**src/rtl/pulse_pattern_receiver_if.sv**
```systemverilog
// Link bundle between a serial pulse source and pulse_pattern_receiver.
// The source (master) drives the stream and controls; the receiver (slave) returns frame status.
interface pulse_pattern_receiver_if #(
  parameter int WIDTH = 16
);
  logic             in_i;
  logic             sample_en_i;
  logic             clear_i;
  logic [WIDTH-1:0] word_o;
  logic             word_valid_o;
  logic             locked_o;
  logic             mismatch_o;

  modport master (
    output in_i, sample_en_i, clear_i,
    input  word_o, word_valid_o, locked_o, mismatch_o
  );

  modport slave (
    input  in_i, sample_en_i, clear_i,
    output word_o, word_valid_o, locked_o, mismatch_o
  );
endinterface

```
**src/rtl/pulse_pattern_receiver.sv**
```systemverilog
// Serial-to-parallel receiver: assembles MSB-first frames and tracks whether
// consecutive frames repeat, reporting lock and per-frame mismatch.
module pulse_pattern_receiver #(
  parameter int WIDTH       = 16,
  parameter int LOCK_FRAMES = 2
) (
  input  logic                    clk_i,
  input  logic                    rst_ni,
  pulse_pattern_receiver_if.slave bus
);

  localparam int CW = (WIDTH > 1) ? $clog2(WIDTH) : 1;
  localparam int MW = ($clog2(LOCK_FRAMES + 1) > 0) ? $clog2(LOCK_FRAMES + 1) : 1;

  typedef enum logic [1:0] {
    FILL   = 2'd0,
    CHECK  = 2'd1,
    LOCKED = 2'd2
  } state_t;

  state_t           state_q, state_d;
  logic [WIDTH-1:0] shreg_q, shreg_d;
  logic [CW-1:0]    bit_cnt_q, bit_cnt_d;
  logic [MW-1:0]    match_cnt_q, match_cnt_d;
  logic [WIDTH-1:0] ref_q, ref_d;
  logic [WIDTH-1:0] word_q, word_d;
  logic             word_valid_q, word_valid_d;
  logic             locked_q, locked_d;
  logic             mismatch_q, mismatch_d;

  logic [WIDTH-1:0] new_frame;
  logic             frame_done;
  logic [MW-1:0]    match_inc;

  // Match counter never exceeds LOCK_FRAMES so it cannot wrap while locked.
  function automatic logic [MW-1:0] sat_inc(input logic [MW-1:0] v);
    return (v == MW'(LOCK_FRAMES)) ? v : v + MW'(1);
  endfunction

  assign new_frame  = {shreg_q[WIDTH-2:0], bus.in_i};
  assign frame_done = bus.sample_en_i && (bit_cnt_q == CW'(WIDTH - 1));
  assign match_inc  = sat_inc(match_cnt_q);

  always_comb begin
    state_d      = state_q;
    shreg_d      = shreg_q;
    bit_cnt_d    = bit_cnt_q;
    match_cnt_d  = match_cnt_q;
    ref_d        = ref_q;
    word_d       = word_q;
    word_valid_d = 1'b0;
    locked_d     = locked_q;
    mismatch_d   = 1'b0;

    if (bus.clear_i) begin
      state_d     = FILL;
      shreg_d     = '0;
      bit_cnt_d   = '0;
      match_cnt_d = '0;
      ref_d       = '0;
      word_d      = '0;
      locked_d    = 1'b0;
    end else if (bus.sample_en_i) begin
      shreg_d   = new_frame;
      bit_cnt_d = frame_done ? '0 : bit_cnt_q + CW'(1);
      if (frame_done) begin
        word_d       = new_frame;
        word_valid_d = 1'b1;
        case (state_q)
          FILL: begin
            ref_d       = new_frame;
            match_cnt_d = '0;
            state_d     = CHECK;
          end
          CHECK: begin
            if (new_frame == ref_q) begin
              match_cnt_d = match_inc;
              if (match_inc == MW'(LOCK_FRAMES)) begin
                state_d  = LOCKED;
                locked_d = 1'b1;
              end
            end else begin
              mismatch_d  = 1'b1;
              ref_d       = new_frame;
              match_cnt_d = '0;
            end
          end
          LOCKED: begin
            if (new_frame != ref_q) begin
              mismatch_d  = 1'b1;
              locked_d    = 1'b0;
              ref_d       = new_frame;
              match_cnt_d = '0;
              state_d     = CHECK;
            end
          end
          default: state_d = FILL;
        endcase
      end
    end

    // Recover from an illegal encoding regardless of sampling activity.
    if (!(state_q inside {FILL, CHECK, LOCKED})) begin
      state_d = FILL;
    end
  end

  always_ff @(posedge clk_i or negedge rst_ni) begin
    if (!rst_ni) begin
      state_q      <= FILL;
      shreg_q      <= '0;
      bit_cnt_q    <= '0;
      match_cnt_q  <= '0;
      ref_q        <= '0;
      word_q       <= '0;
      word_valid_q <= 1'b0;
      locked_q     <= 1'b0;
      mismatch_q   <= 1'b0;
    end else begin
      state_q      <= state_d;
      shreg_q      <= shreg_d;
      bit_cnt_q    <= bit_cnt_d;
      match_cnt_q  <= match_cnt_d;
      ref_q        <= ref_d;
      word_q       <= word_d;
      word_valid_q <= word_valid_d;
      locked_q     <= locked_d;
      mismatch_q   <= mismatch_d;
    end
  end

  assign bus.word_o       = word_q;
  assign bus.word_valid_o = word_valid_q;
  assign bus.locked_o     = locked_q;
  assign bus.mismatch_o   = mismatch_q;

endmodule

```
**src/flat_wrapper.sv**
```systemverilog
// flat-port wrapper written by rule: the top's interface ports become plain ports
module pulse_pattern_receiver_flat 
#(
  parameter int WIDTH       = 16,
  parameter int LOCK_FRAMES = 2
)
  (clk_i, rst_ni, bus_in_i, bus_sample_en_i, bus_clear_i, bus_word_o, bus_word_valid_o, bus_locked_o, bus_mismatch_o);
  pulse_pattern_receiver_if #(.WIDTH(WIDTH)) bus_i ();
  input  logic clk_i;
  input  logic rst_ni;
  input wire logic [$bits(bus_i.in_i)-1:0] bus_in_i;
  input wire logic [$bits(bus_i.sample_en_i)-1:0] bus_sample_en_i;
  input wire logic [$bits(bus_i.clear_i)-1:0] bus_clear_i;
  output wire logic [$bits(bus_i.word_o)-1:0] bus_word_o;
  output wire logic [$bits(bus_i.word_valid_o)-1:0] bus_word_valid_o;
  output wire logic [$bits(bus_i.locked_o)-1:0] bus_locked_o;
  output wire logic [$bits(bus_i.mismatch_o)-1:0] bus_mismatch_o;
  assign bus_i.in_i = bus_in_i;
  assign bus_i.sample_en_i = bus_sample_en_i;
  assign bus_i.clear_i = bus_clear_i;
  assign bus_word_o = bus_i.word_o;
  assign bus_word_valid_o = bus_i.word_valid_o;
  assign bus_locked_o = bus_i.locked_o;
  assign bus_mismatch_o = bus_i.mismatch_o;
  pulse_pattern_receiver #(.WIDTH(WIDTH), .LOCK_FRAMES(LOCK_FRAMES)) u_core (.clk_i(clk_i), .rst_ni(rst_ni), .bus(bus_i));
endmodule
```
**config.mk**
```make
export PLATFORM = sky130hd
export DESIGN_NAME = pulse_pattern_receiver_flat
export DESIGN_NICKNAME = d
export VERILOG_FILES = /design/src/rtl/pulse_pattern_receiver_if.sv /design/src/rtl/pulse_pattern_receiver.sv /design/src/flat_wrapper.sv
export SDC_FILE = /design/constraint.sdc
export NUM_CORES = 1
export LEC_CHECK = 0
export ABC_AREA = 1
export CAP_MARGIN = 15
export CORE_MARGIN = 5
export CORE_UTILIZATION = 26
export DETAILED_ROUTE_END_ITERATION = 6
export GPL_TIMING_DRIVEN = 0
export PLACE_DENSITY_LB_ADDON = 0.3
export SETUP_SLACK_MARGIN = 0.3
export SYNTH_ARGS = -nofsm -noshare
export SYNTH_HDL_FRONTEND = slang
export SYNTH_SLANG_ARGS = --single-unit
export TNS_END_PERCENT = 10
```
**constraint.sdc**
```tcl
create_clock -name clk_i -period 5.2 [get_ports clk_i]
set_clock_uncertainty 0.2 [all_clocks]
set_input_delay 1.04 -clock clk_i [delete_from_list [all_inputs] [get_ports clk_i]]
set_output_delay 1.04 -clock clk_i [all_outputs]
set_load 0.01 [all_outputs]
```
Word level (Yosys, flattened, before mapping) --
Cells that the tools add are included.
Storage, ports and cells: logic and storage cells 84, input port bits 5, register bits after elaboration 58, output and inout bits 19
Operators by class: add/subtract/negate cells 2, multiplexer cells 45, equality and inequality tests 16, reductions and logical operators 12
Operators by type and width (count):
- 16-bit 2-to-1 mux | 8
- 16-bit case mux with 3 select lines | 1
- 15-bit 2-to-1 mux | 2
- 2-bit 2-to-1 mux | 13
- 16-bit == test | 1
- 16-bit != test | 1
- 1-bit 2-to-1 mux | 14
- 4-bit 2-to-1 mux | 3
- 3-bit by 2-bit != test with 1-bit output (second input constant) | 4
- 4-bit by 3-bit != test with 1-bit output (second input constant) | 3
- 2-bit case mux with 3 select lines | 2
- 5-bit AND reduction | 2
- 2-bit == test (second input constant) | 3
- 3-bit != test (second input constant) | 2
- 6-bit AND reduction | 1
- 3-bit nonzero test | 2
- 4-bit by 1-bit adder with 4-bit output (second input constant) | 1
- 4-bit == test (second input constant) | 1
- 1-bit case mux with 2 select lines | 2
- 4-bit AND reduction | 1
- 2-bit nonzero test | 2
- 4-bit nonzero test | 1
- 2-bit by 1-bit adder with 2-bit output (second input constant) | 1
- 2-bit by 1-bit == test with 1-bit output (second input constant) | 1
- 3 further kinds | 3

Depth between registers and ports, before layout --
depth in word-level cells 10, gate-level depth with buffers 13, gate-level depth less buffers 12

Worst setup path after synthesis --
Ideal clock, no wire load.
kind input to register, start point in bus_sample_en_i, end point reg u_core.ref_q[10], buffers on the path 2, arrival 2.070 ns, slack 2.814 ns, setup time 0.116 ns, stages 11, cells stage by stage buf_4 inv_2 nor3_2 inv_1 nand2_2 nand2_2 inv_2 nand2_4 buf_8 nand2_1 nand2_1
Between the ends: longest elaborated chain between the ends 3, elaborated cells between the ends (all ways) 4, those cells by class reduce/logical (4)
Ends and longest elaborated chain:
- start, declared | RTL line flat_wrapper.sv:12 | input wire logic [$bits(bus_i.sample_en_i)-1:0] bus_sample_en_i;
- 1-bit logical AND | RTL line pulse_pattern_receiver.sv:41 | assign frame_done = bus.sample_en_i && (bit_cnt_q == CW'(WIDTH - 1));
- 2-bit nonzero test (no source line)
- 5-bit AND reduction (no source line) (*)
- end signal, assigned | RTL line pulse_pattern_receiver.sv:124 | ref_q <= ref_d;
- end, declared | RTL line pulse_pattern_receiver.sv:25 | logic [WIDTH-1:0] ref_q, ref_d;
Every way passes the cells marked *; elsewhere a longest branch is shown, timed or not. A chain may end at the register's enable or synchronous reset.

Worst setup path in the final report --
start point in bus_clear_i, end point reg u_core.shreg_q[12]
Between the ends: longest elaborated chain between the ends 1, elaborated cells between the ends (all ways) 2, those cells by class mux (1); reduce/logical (1)
Ends and longest elaborated chain:
- start, declared | RTL line flat_wrapper.sv:13 | input wire logic [$bits(bus_i.clear_i)-1:0] bus_clear_i;
- 15-bit 2-to-1 mux / 2-bit nonzero test (equally long branches)
- end signal, assigned | RTL line pulse_pattern_receiver.sv:121 | shreg_q <= shreg_d;
- end, declared | RTL line pulse_pattern_receiver.sv:22 | logic [WIDTH-1:0] shreg_q, shreg_d;
Several ways; a longest one is shown, not always the timed one.

==> impl_metrics.tcl <==
set metrics [dict create \
    status "complete, no violations" \
    grt_max_degree 39 \
    max_clock_freq_mhz 347.8 \
    hold_ws_ps 273.5 \
    synth_top_area_share_pct 50.88 \
    p_leak_uw 0.001638 \
    finalWeightedCongestion 0.8192 \
    die_h_um 114.7 \
    track_usage_pct 10.78 \
    yosys-top-cells-area "dfrtp_1 (51%), nand2_1 (17%), inv_1 (5.3%), o21ai_0 (5.3%), nor2_1 (4.7%)" \
    final_hold_viol_count 0 \
    postLayoutCoreUtil_pct 31.65 \
    synth_edf_count 0 \
    yosys_warnings 0 \
    rr_startpoint "u_core.state_q[0]$_DFFE_PN0P_" \
    insertion_delay_ps 330 \
    swShare_pct 30.72 \
    ff_latch_area_mm2 0.001451 \
    final_net_count 406 \
    power.total_uw 1052 \
    cp_slowest_cell "clkdlybuf4s50_1" \
    fin_crit_ps 2875 \
    relSlewSlack_pct 62.10 \
    drv_slew 0 \
    finalSetupViolCount 0 \
    yosysMostFrequentCell "nand2_1" \
    vdd_drop_max_uv 111.2 \
    cts_hold_buf 0 \
    htree_levels 3 \
    crit_path_max_fanout 10 \
    first_pass_iters 4 \
    start_util_pct 26.43 \
    drtIter0Drc 109 \
    rows 38 \
    n_antenna_cell 0 \
    cp_data_required_time_ps 5190 \
    synth_commonest_cells "nand2_1 (131), dfrtp_1 (58), inv_1 (40)" \
    p_int_uw 729.0 \
    multi_input_area_mm2 0.001169 \
    die_w_um 114.7 \
    reg2reg_to "u_core.ref_q[13]$_DFFE_PN0P_" \
    cts_tree "yes" \
    start_kind "input port" \
    synthCells 361 \
    crit_chain "clkdlybuf4s50_1 -> clkbuf_1 -> clkbuf_1 -> nor2_1 -> nand2_1 -> o21ai_0" \
    crit_buf_inv 3 \
    yosysTopAreaCell "dfrtp_1" \
    combPwrFrac_pct 20.4 \
    cp_common_cell "clkbuf_1" \
    clk_transition_reported_paths_ps 70 \
    holdPathStages 2 \
    synth-async-reset-ratio_pct 100.0 \
    drc_errors 0 \
    period_share_pct 55.29 \
    cts_setup_buffers 0 \
    p_seq_share_pct 46.4 \
    post_cts_resized 0 \
    grt_pass1_wl_um 11130 \
    rsz0062_at_grt "false" \
    whs_endpoint "u_core.bus.locked_o$_DFFE_PN0P_" \
    dp_hpwl_um 4542 \
    holdCritStartpoint "u_core.bus.locked_o$_DFFE_PN0P_" \
    cts_made_buffers 9 \
    maxCapViolCount 0 \
    yosysSeqAreaShare_pct 50.88 \
    worst_setup_path_end_kind "register" \
    ant_nets 0 \
    p_sw_uw 323.2 \
    vias 2270 \
    cts-root-buf "clkbuf_8" \
    fill_cells 1126 \
    worst_slew_pin_slew_ps 568.5 \
    area_delta_synth_final_pct 19.74 \
    viasPerCell 4.219 \
    p_clk_share_pct 33.2 \
    hold_path_class "register to register" \
    overflow 0 \
    crit_type "input port to register" \
    avgSynthCellArea_um2 7.902 \
    cp_slowest_stage_delay_ps 570 \
    cts.sinks 58 \
    antenna_found_initial 0 \
    wl_per_cell_um 12.04 \
    syn_nets 372 \
    syn_area_mm2 0.002853 \
    power_density_mw_per_mm2 308.0 \
    synth_cell_types 25 \
    core-area_mm2 0.01079 \
    synthFlopType "dfrtp_1" \
    pin_count 24 \
    dieArea_mm2 0.01317 \
    crit_family "buffers and inverters" \
    grt_pass1_vias 2320 \
    cp.arrival_ps 2870 \
    port_buffers 22 \
    r2r_setup_slack_ps 3010 \
    r2r_cells 12 \
    layout-drive-gt1-share_pct 9.045 \
    fin_tns_setup_ps 0 \
    routed_wirelength_um 6476 \
    cts_buffer_depth 2 \
    synth-seq-cells 58 \
]
==> cells by family (layout without fill, tap and decap cells) <==
family / Yosys count / count (layout) / share of synthesized area (%)
adders and majority gates: 6 / 6 / 2.632
AOI/OAI and AO/OA: 34 / 34 / 6.491
and+or+nand+nor: 198 / 198 / 28.95
buffers and inverters: 57 / 94 / 8.157
xor gates and xnor gates: 3 / 3 / 0.9212
DFF: 58 / 58 / 50.88
muxes: 5 / 5 / 1.974
==> power by group through the flow <==
stage / Combinational (uW) / Sequential, uW / Clock (uW)
6_report: 215 / 488 / 349
4_1_cts: 218 / 488 / 356
3_3_place_gp: 214 / 495 / 0
2_1_floorplan: 149 / 495 / 0
3_5_place_dp: 218 / 496 / 0
5_1_grt: 244 / 491 / 379
==> how the worst max path moves through the flow <==
stage                    start                                 to  cells past startpoint
6_report           bus_clear_i     u_core.shreg_q[12]$_DFFE_PN0N_                      6
5_1_grt            bus_clear_i     u_core.shreg_q[14]$_DFFE_PN0N_                      6
4_1_cts            bus_clear_i     u_core.shreg_q[12]$_DFFE_PN0N_                      6
3_5_place_dp       bus_clear_i     u_core.shreg_q[12]$_DFFE_PN0N_                      6
3_3_place_gp            rst_ni  u_core.bus.word_o[12]$_DFFE_PN0P_                      1
2_1_floorplan  bus_sample_en_i       u_core.ref_q[10]$_DFFE_PN0P_                     11
==> area by class of cell <==
type	count	area share, %
plain buffers	10	1.648
clock buffers	14	4.469
inverters	47	5.165
multi-input cells	246	34.21
flip-flops and latches	58	42.49
well taps	140	5.128
repair buffers	23	6.886
==> routing by layer <==
metal	GRT usage, %	up-vias	part of all wire (%)
met5	0	-	0
met4	3.286	0	1.2
met3	2.895	7	3.6
met2	17.35	39	46
met1	14.27	1049	49
li1	-	1175	-
==> registers in the layout, indices dropped and copies added (netlist names) <==
register                 cells
u_core.bus.locked_o          1
u_core.ref_q                16
u_core.bus.word_o           16
u_core.bit_cnt_q             4
u_core.bus.mismatch_o        1
u_core.bus.word_valid_o      1
u_core.match_cnt_q           2
u_core.shreg_q              15
u_core.state_q               2
==> tightest hold or removal path, cell delays in order (launching register included) <==
cell and delay [ps]:
dfrtp_1 350, nand2_1 50, nand2_1 40
==> stage by stage <==
| step | instances | cell area [um2] | setup WS, ps |
|---|---|---|---|
| finish | 538 | 3416 | 2325 |
| global route | 538 | 3416 | 2122 |
| CTS | 538 | 3416 | 2288 |
| detailed placement | 524 | 3263 | 1942 |
| global placement | 523 | 3248 | 917.1 |
| floorplan | 361 | 2853 | 2814 |
==> layout by cell type (no fill, tap or decap), drive strengths merged <==
cell type and count:
buf 5, o21ai 31, clkbuf 21, clkdlybuf4s50 21, dfrtp 58, nand2 135
clkinv 1, xor2 2, a21oi 2, nand4 1, mux2 5, inv 46
nor3 1, nand3b 1, o32ai 1, nor2 39, nand3 20, or2 1
xnor2 1, ha 6
Power figures use the tool's default switching activity.
